File: src/rtl/hazard_scoreboard_pkg.sv
`default_nettype none
// ============================================================================
// Module      : hazard_scoreboard_pkg
// Description : Shared types and constants for the pipeline hazard scoreboard.
// Revision    : 1.0 - initial release
// ============================================================================
package hazard_scoreboard_pkg;

   localparam int REG_AW = 5;
   localparam int FWD_RF = 0;
   // Storage width of the latency countdown; the scoreboard's LATW must not exceed it.
   localparam int CNT_W  = 8;

   typedef struct packed {
      logic              valid;
      logic              wen;
      logic [REG_AW-1:0] rd;
      logic [CNT_W-1:0]  cnt;
   } sb_entry_t;

   function automatic sb_entry_t sb_advance(input sb_entry_t e);
      sb_entry_t r;
      r = e;
      if (e.cnt != '0) r.cnt = e.cnt - CNT_W'(1);
      return r;
   endfunction

endpackage
`default_nettype wire

File: src/rtl/hazard_src_check.sv
`default_nettype none
// ============================================================================
// Module      : hazard_src_check
// Description : Per-source-channel match, youngest-first priority and
//               forward/stall decision against the scoreboard entries.
// Revision    : 1.0 - initial release
// ============================================================================
module hazard_src_check
   import hazard_scoreboard_pkg::*;
#(
   parameter int DEPTH = 3,
   parameter int SELW  = 2
) (
   input  sb_entry_t          entries [DEPTH],
   input  logic [REG_AW-1:0]  src,
   output logic [SELW-1:0]    fwd_sel,
   output logic               stall_req
);

   logic            w_hit;
   logic            w_ready;
   logic [SELW-1:0] w_idx;

   // Scan oldest to youngest so the youngest match is the one that sticks.
   always_comb begin
      w_hit   = 1'b0;
      w_ready = 1'b0;
      w_idx   = '0;
      for (int k = DEPTH - 1; k >= 0; k--) begin
         if (entries[k].valid && entries[k].wen &&
             entries[k].rd == src && src != '0) begin
            w_hit   = 1'b1;
            w_ready = (entries[k].cnt == '0);
            w_idx   = SELW'(k + 1);
         end
      end
   end

   assign fwd_sel   = (w_hit && w_ready) ? w_idx : SELW'(FWD_RF);
   assign stall_req = w_hit && !w_ready;

endmodule
`default_nettype wire

File: src/rtl/hazard_scoreboard.sv
`default_nettype none
// ============================================================================
// Module      : hazard_scoreboard
// Description : In-order pipeline scoreboard producing operand forwarding
//               selects and a load-use stall. Optional stall counter enabled
//               by defining HAZARD_STATS_EN.
// Revision    : 1.0 - initial release
// ============================================================================
module hazard_scoreboard
   import hazard_scoreboard_pkg::*;
#(
   parameter  int DEPTH = 3,
   parameter  int NSRC  = 2,
   parameter  int LATW  = 2,
   localparam int SELW  = $clog2(DEPTH + 1)
) (
   input  logic                   clk,
   input  logic                   rst,
   input  logic                   issue_valid,
   input  logic                   issue_wen,
   input  logic [REG_AW-1:0]      issue_rd,
   input  logic [LATW-1:0]        issue_lat,
   input  logic [NSRC*REG_AW-1:0] src_rs,
   input  logic                   stall_ext,
   input  logic                   flush,
   output logic [NSRC*SELW-1:0]   fwd_sel,
   output logic                   stall,
   output logic                   issue_ready
`ifdef HAZARD_STATS_EN
   ,
   output logic [31:0]            stall_cycles
`endif
);

   // r_entries[0] is pipeline entry 1 (EX), r_entries[DEPTH-1] is entry DEPTH (WB).
   sb_entry_t       r_entries [DEPTH];
   logic [NSRC-1:0] w_stall_req;
   logic            w_issue;

   generate
      for (genvar g = 0; g < NSRC; g++) begin : g_src
         hazard_src_check #(
            .DEPTH (DEPTH),
            .SELW  (SELW)
         ) u_check (
            .entries   (r_entries),
            .src       (src_rs[g*REG_AW +: REG_AW]),
            .fwd_sel   (fwd_sel[g*SELW +: SELW]),
            .stall_req (w_stall_req[g])
         );
      end
   endgenerate

   assign stall       = issue_valid && (|w_stall_req);
   assign issue_ready = !stall && !stall_ext;
   assign w_issue     = issue_valid && !stall && !flush;

   always_ff @(posedge clk or posedge rst) begin
      if (rst) begin
         for (int k = 0; k < DEPTH; k++) r_entries[k] <= '0;
      end else if (!stall_ext) begin
         if (w_issue) begin
            r_entries[0].valid <= 1'b1;
            r_entries[0].wen   <= issue_wen;
            r_entries[0].rd    <= issue_rd;
            r_entries[0].cnt   <= CNT_W'(issue_lat);
         end else begin
            r_entries[0] <= '0;
         end
         for (int k = 1; k < DEPTH; k++) r_entries[k] <= sb_advance(r_entries[k-1]);
      end
   end

`ifdef HAZARD_STATS_EN
   logic [31:0] r_stall_cycles;

   always_ff @(posedge clk or posedge rst) begin
      if (rst) r_stall_cycles <= '0;
      else if (stall && r_stall_cycles != '1) r_stall_cycles <= r_stall_cycles + 32'd1;
   end

   assign stall_cycles = r_stall_cycles;
`endif

endmodule
`default_nettype wire

File: config.mk
export PLATFORM = sky130hd
export DESIGN_NAME = hazard_scoreboard
export DESIGN_NICKNAME = d
export VERILOG_FILES = /design/src/rtl/hazard_scoreboard_pkg.sv /design/src/rtl/hazard_src_check.sv /design/src/rtl/hazard_scoreboard.sv
export SDC_FILE = /design/constraint.sdc
export NUM_CORES = 1
export LEC_CHECK = 0
export ABC_AREA = 1
export BUFFER_PORTS_ARGS = -buffer_cell sky130_fd_sc_hd__buf_4
export CAP_MARGIN = 5
export CORE_MARGIN = 1
export CORE_UTILIZATION = 52
export CTS_CLUSTER_SIZE = 25
export DETAILED_ROUTE_END_ITERATION = 7
export GPL_TIMING_DRIVEN = 0
export PLACE_DENSITY = 0.76
export SLEW_MARGIN = 5
export SYNTH_ARGS = -nofsm -noshare
export SYNTH_HDL_FRONTEND = slang
export SYNTH_SLANG_ARGS = --single-unit
File: constraint.sdc
create_clock -name clk -period 1.6 [get_ports clk]
set_input_delay 0.32 -clock clk [delete_from_list [all_inputs] [get_ports clk]]
set_output_delay 0.32 -clock clk [all_outputs]
set_load 0.02 [all_outputs]
Yosys cells after proc, flatten, opt, wreduce, memory -nomap -nowiden
Index checks and enable logic that the tools add are counted.
Word-level totals
  register bits: 45
  latch bits: 0
  bits in writable memories: 0
  ROM bits: 0
  input port bits: 23
  output and inout port bits: 6
  logic and storage cells: 79
  memories kept: 0
Cells by class
  add/subtract/negate cells: 2
  $mul: 0
  div/mod/pow operators: 0
  order comparisons: 0
  equal/unequal tests: 6
  shift-type cells: 0
  muxes and demuxes: 23
  bitwise logic cells: 0
  reductions and logical operators: 36
Operators by type and width (number)
  equality test 5 bit: 6
  logical NOT 8 bit: 3
  logical AND 1 bit: 23
  two-way mux 2 bit: 8
  two-way mux 8 bit: 2
  nonzero test 8 bit: 2
  subtractor 8 x 1 -> 8 bit (second input constant): 2
  two-way mux 15 bit: 1
  two-way mux 1 bit: 12
  nonzero test 5 bit: 2
  logical NOT 1 bit: 5
  OR reduction 2 bit: 1

Depth between registers and ports, before layout
  word-level depth: 14
  depth in mapped cells: 15
  mapped depth without buffers: 14

Hierarchy
Synthesis repeated with hierarchy kept, for this count alone.
Second synthesis, totals
  cell total of the unflattened synthesis: 382
  area total of the unflattened synthesis: 2319.7 sq um
By module, submodules not included
  hazard_scoreboard: instances 1, cells each 154, area each 1386.3 sq um, seq. area each 800.8 sq um
  hazard_src_check: instances 2, cells each 114, area each 466.7 sq um, seq. area each 0.0 sq um

Least setup slack after synthesis
OpenSTA, ideal clock, no wires.
  kind: register to output
  start: register r_entries[15] (netlist bit)
  end: output fwd_sel[0]
  data arrival time: 1.589 ns
  data required time: 1.280 ns
  setup slack: -0.309 ns
  stages on the path, launching flop included: 9
  buffers on the path: 0
  cell sequence: dfrtp_1 -> inv_1 -> ha_1 -> nand2_1 -> inv_1 -> nand2_1 -> nand2_1 -> nand2_2 -> o31ai_1
Between the ends
  cells in the longest elaborated chain, start to end: 5
Ends and longest elaborated chain
  start: declaration: RTL line hazard_scoreboard.sv:36  | sb_entry_t r_entries [DEPTH];
  logical NOT 8 bit: RTL line hazard_src_check.sv:33  | w_ready = (entries[k].cnt == '0);
  two-way mux 1 bit (2 in series): RTL line hazard_src_check.sv:30  | if (entries[k].valid && entries[k].wen &&
  logical AND 1 bit: RTL line hazard_src_check.sv:39  | assign fwd_sel = (w_hit && w_ready) ? w_idx : SELW'(FWD_RF);
  two-way mux 2 bit: RTL line hazard_src_check.sv:39
  end: declaration: RTL line hazard_scoreboard.sv:26  | output logic [NSRC*SELW-1:0] fwd_sel,
No other way between the ends.

Worst setup path in the final report
  start: register r_entries[40] (netlist bit)
  end: output stall
Between the ends
  cells in the longest elaborated chain, start to end: 8
  elaborated cells on any way between the ends: 16
  classes of those cells: 2 x eq/ne; 4 x mux; 10 x reduce/logical
Ends and longest elaborated chain
  equality test 5 bit: RTL line hazard_src_check.sv:31  | entries[k].rd == src && src != '0) begin
  logical AND 1 bit: RTL line hazard_src_check.sv:30
  logical AND 1 bit: RTL line hazard_src_check.sv:31
  two-way mux 1 bit: RTL line hazard_src_check.sv:30
  logical NOT 1 bit: RTL line hazard_src_check.sv:40  | assign stall_req = w_hit && !w_ready;
  logical AND 1 bit: RTL line hazard_src_check.sv:40
  OR reduction 2 bit (*): RTL line hazard_scoreboard.sv:54  | assign stall = issue_valid && (|w_stall_req);
  logical AND 1 bit (*): RTL line hazard_scoreboard.sv:54
  end: declaration: RTL line hazard_scoreboard.sv:27  | output logic stall,
Every way passes the cells marked *; elsewhere a longest branch is shown, timed or not.

==> results.txt <==
First-pass GRT wire length: 9170 µm
Flip-flop and latch count after synthesis: 32
Commonest non-fill, non-tap cell in the layout: nand2_1
Synth Area in Simple Gates: 0.388
Post-layout min period: 2.29 ns
CTS Buffer Depth: 2
Sequential fraction of the synthesis area: 0.386
Detailed Routing Iterations Pass 1: 4
Worst-skew pair later-pin latency: 0.30 ns
WL final: 6150 µm
Synth Area in Compound Gates: 0.0766
Mapped Cells: 314
Fraction of synthesized area in multiplexers: 0
Worst vdd ir: 0.567 mV
CTS Root Cell: clkbuf_8
Xor/xnor share of the synthesized area: 0.0253
Fillers: 304
Final Max Slew Viols: 0
Max FFs per register: 32
Antenna violations before repair: 0
Hold Fails Final Rpt: 0
Die area: 0.00424 mm²
Period Utilization, post-route: 1.43
Worst slew margin: 0.535
Area leader, netlist: dfrtp_1
Ports: 29
Number of global-route vias before repair: 2053
GP Congestion: 0.872
Crit. End Element: primary output
Cell Rows: 22
Post-synth top area share: 0.386
I/O Buffers: 28
GRT overflow: 0
Commonest cells after routing, fill and taps aside: 123 x nand2_1, 38 x buf_4, 30 x dfrtp_1, 22 x inv_2, 21 x inv_1
CTS tree: done
Synth Warn #: 0
Chip height: 65.1 µm
WP data arrival: 1.97 ns
RSZ-0062 raised after global routing: yes
Regs by FF count: r_entries x32
Synthesized area: 0.00207 mm²
Placed Cells: 390
Setup ws final: -0.686 ns
TritonCTS buffer count: 5
Syn_area_per_cell: 6.60 µm²
Startpoint type of the worst setup path: flop
Core area: 0.00374 mm²
Finish-stage setup viols: 15
Largest cells by area after synthesis: dfrtp_1 39%, nand2_1 24%, inv_1 5.8%
Worst Path Required: 1.28 ns
Iteration-0 DRC Markers: 159
Layout cell share with drive strength beyond 1: 0.308
Clock Skew: 0.00479 ns
Critical path fanouts, max: 3
Max-cap violations: 0
# hold bufs at CTS: 0
# nets final: 393
Status: finished with violations
Largest net degree at the start of global routing: 33
Main combinational cell family by area after synthesis: simple AND/OR/NAND/NOR gates
Crit path kind: flop to primary output
DRC Markers: 0
Synth-to-Final Area Change: 32.5%
Hold crit path type: input pin to async pin
H-tree depth: 2
Worst Tran Pin Value: 0.697 ns
FMAX: 0.438 GHz
Clk sink count: 32
Adder-cell share of the synthesized area: 0.0241
PwrDens: 785 mW/mm²
Via count: 2207
Dpl hpwl: 3980 µm
Worst hold slack: 0.133 ns
Final Non-Filler Cells: 415
Pleak: 0.00140 µW
WL per Instance: 14.8 µm
Initial Utilization: 0.554
Post-Route Utilization: 0.734
Total GRT Usage: 0.293
Syn_nets: 341
Via-to-Cell Ratio: 5.32
Yosys cell types: 27
Die X: 65.1 µm
Violated checks: negative setup slack
Antenna Nets Post-Route: 0
Clock-pin transition on the worst setup and hold timing paths: 0.08 ns
Most flop-heavy register: r_entries
# diodes: 0
stage by stage:
stage               cell area, µm²  TNS, ns  power (µW)  worst slack [ns]
floorplan                     2100   -0.491        1150            -0.192
global placement              2370    -2.67        1270            -0.442
detailed placement            2370    -3.01        1280            -0.452
CTS                           2620    -4.97        2120            -0.646
global route                  2750    -7.99        2240            -0.782
finish                        2750    -6.35        2160            -0.686
power breakdown:
group	internal, µW	switching, µW	total (µW)
combinational	164	245	410
sequential	868	57.3	925
clock	469	352	821
total	1500	655	2160
cell type report:
cell class | count | area, µm² | share of cell area
plain buffers | 7 | 41.3 | 0.0150
repair buffers | 45 | 368 | 0.134
flip-flops and latches | 32 | 803 | 0.292
clock inverters | 3 | 46.3 | 0.0169
well taps | 48 | 60.1 | 0.0219
clock buffers | 5 | 68.8 | 0.0251
inverters | 45 | 170 | 0.0620
multi-input cells | 230 | 1190 | 0.433
cells in the mapped netlist:
cell type and instances:
inv_2 10, o22ai_1 1, inv_1 32, clkinv_1 3, buf_6 1, nand2_2 5, a21oi_1 5, buf_4 1
nor2_1 21, o21ai_0 14, nand2_1 131, dfrtp_1 32, ha_1 4, a31oi_1 1, or2_0 1, o31ai_1 3
nor3_2 1, xnor2_1 6, nor3_1 1, o21ai_1 1, nand4_1 12, a21oi_2 1, o211ai_1 2, nand3b_1 1
nor2_2 3, nand3_1 16, clkbuf_1 5
worst max-delay path: stages, from the launching register on:
cell     delay (ns)
dfrtp_1        0.43
xnor2_1        0.18
nand2_1        0.11
nor2_2         0.12
nand2_2        0.07
or2_0          0.21
nand2_2        0.09
nand2_2        0.07
buf_6          0.13
a21oi_4        0.13
buf_6          0.13
worst paths after layout:
check                                 to           from  slack [ns]  depth (start not counted)
max                                stall  r_entries[40]       -0.69                         10
min                        r_entries[28]            rst        0.13                          2
max reg2reg                r_entries[40]  r_entries[40]       -0.34                         12
min reg2reg                r_entries[21]  r_entries[21]        0.48                          2
max in group asynchronous  r_entries[41]            rst        0.98                          2
min in group clk           r_entries[42]    issue_rd[4]        0.27                          3
cells by family after synthesis:
group | count (synthesis)
xor+xnor | 6
fa+ha+maj | 4
compound gates | 28
buf+inv | 52
simple gates | 192
flops | 32
metal layers:
metal	vias up	wire length [µm]	track usage
met1	1038	2520	0.361
met3	21	278	0.0469
met4	0	211	0.0897
met5	-	0	0
met2	60	3140	0.523
li1	1088	-	-
timing repair:
item	4_1_cts	5_1_grt
pin swaps	13	12
endpoints found under the setup margin	15	15
gates resized for setup	13	30
setup buffers	12	5
endpoints found under the hold margin	0	0
No activity file was read; power rests on OpenSTA's default activity.
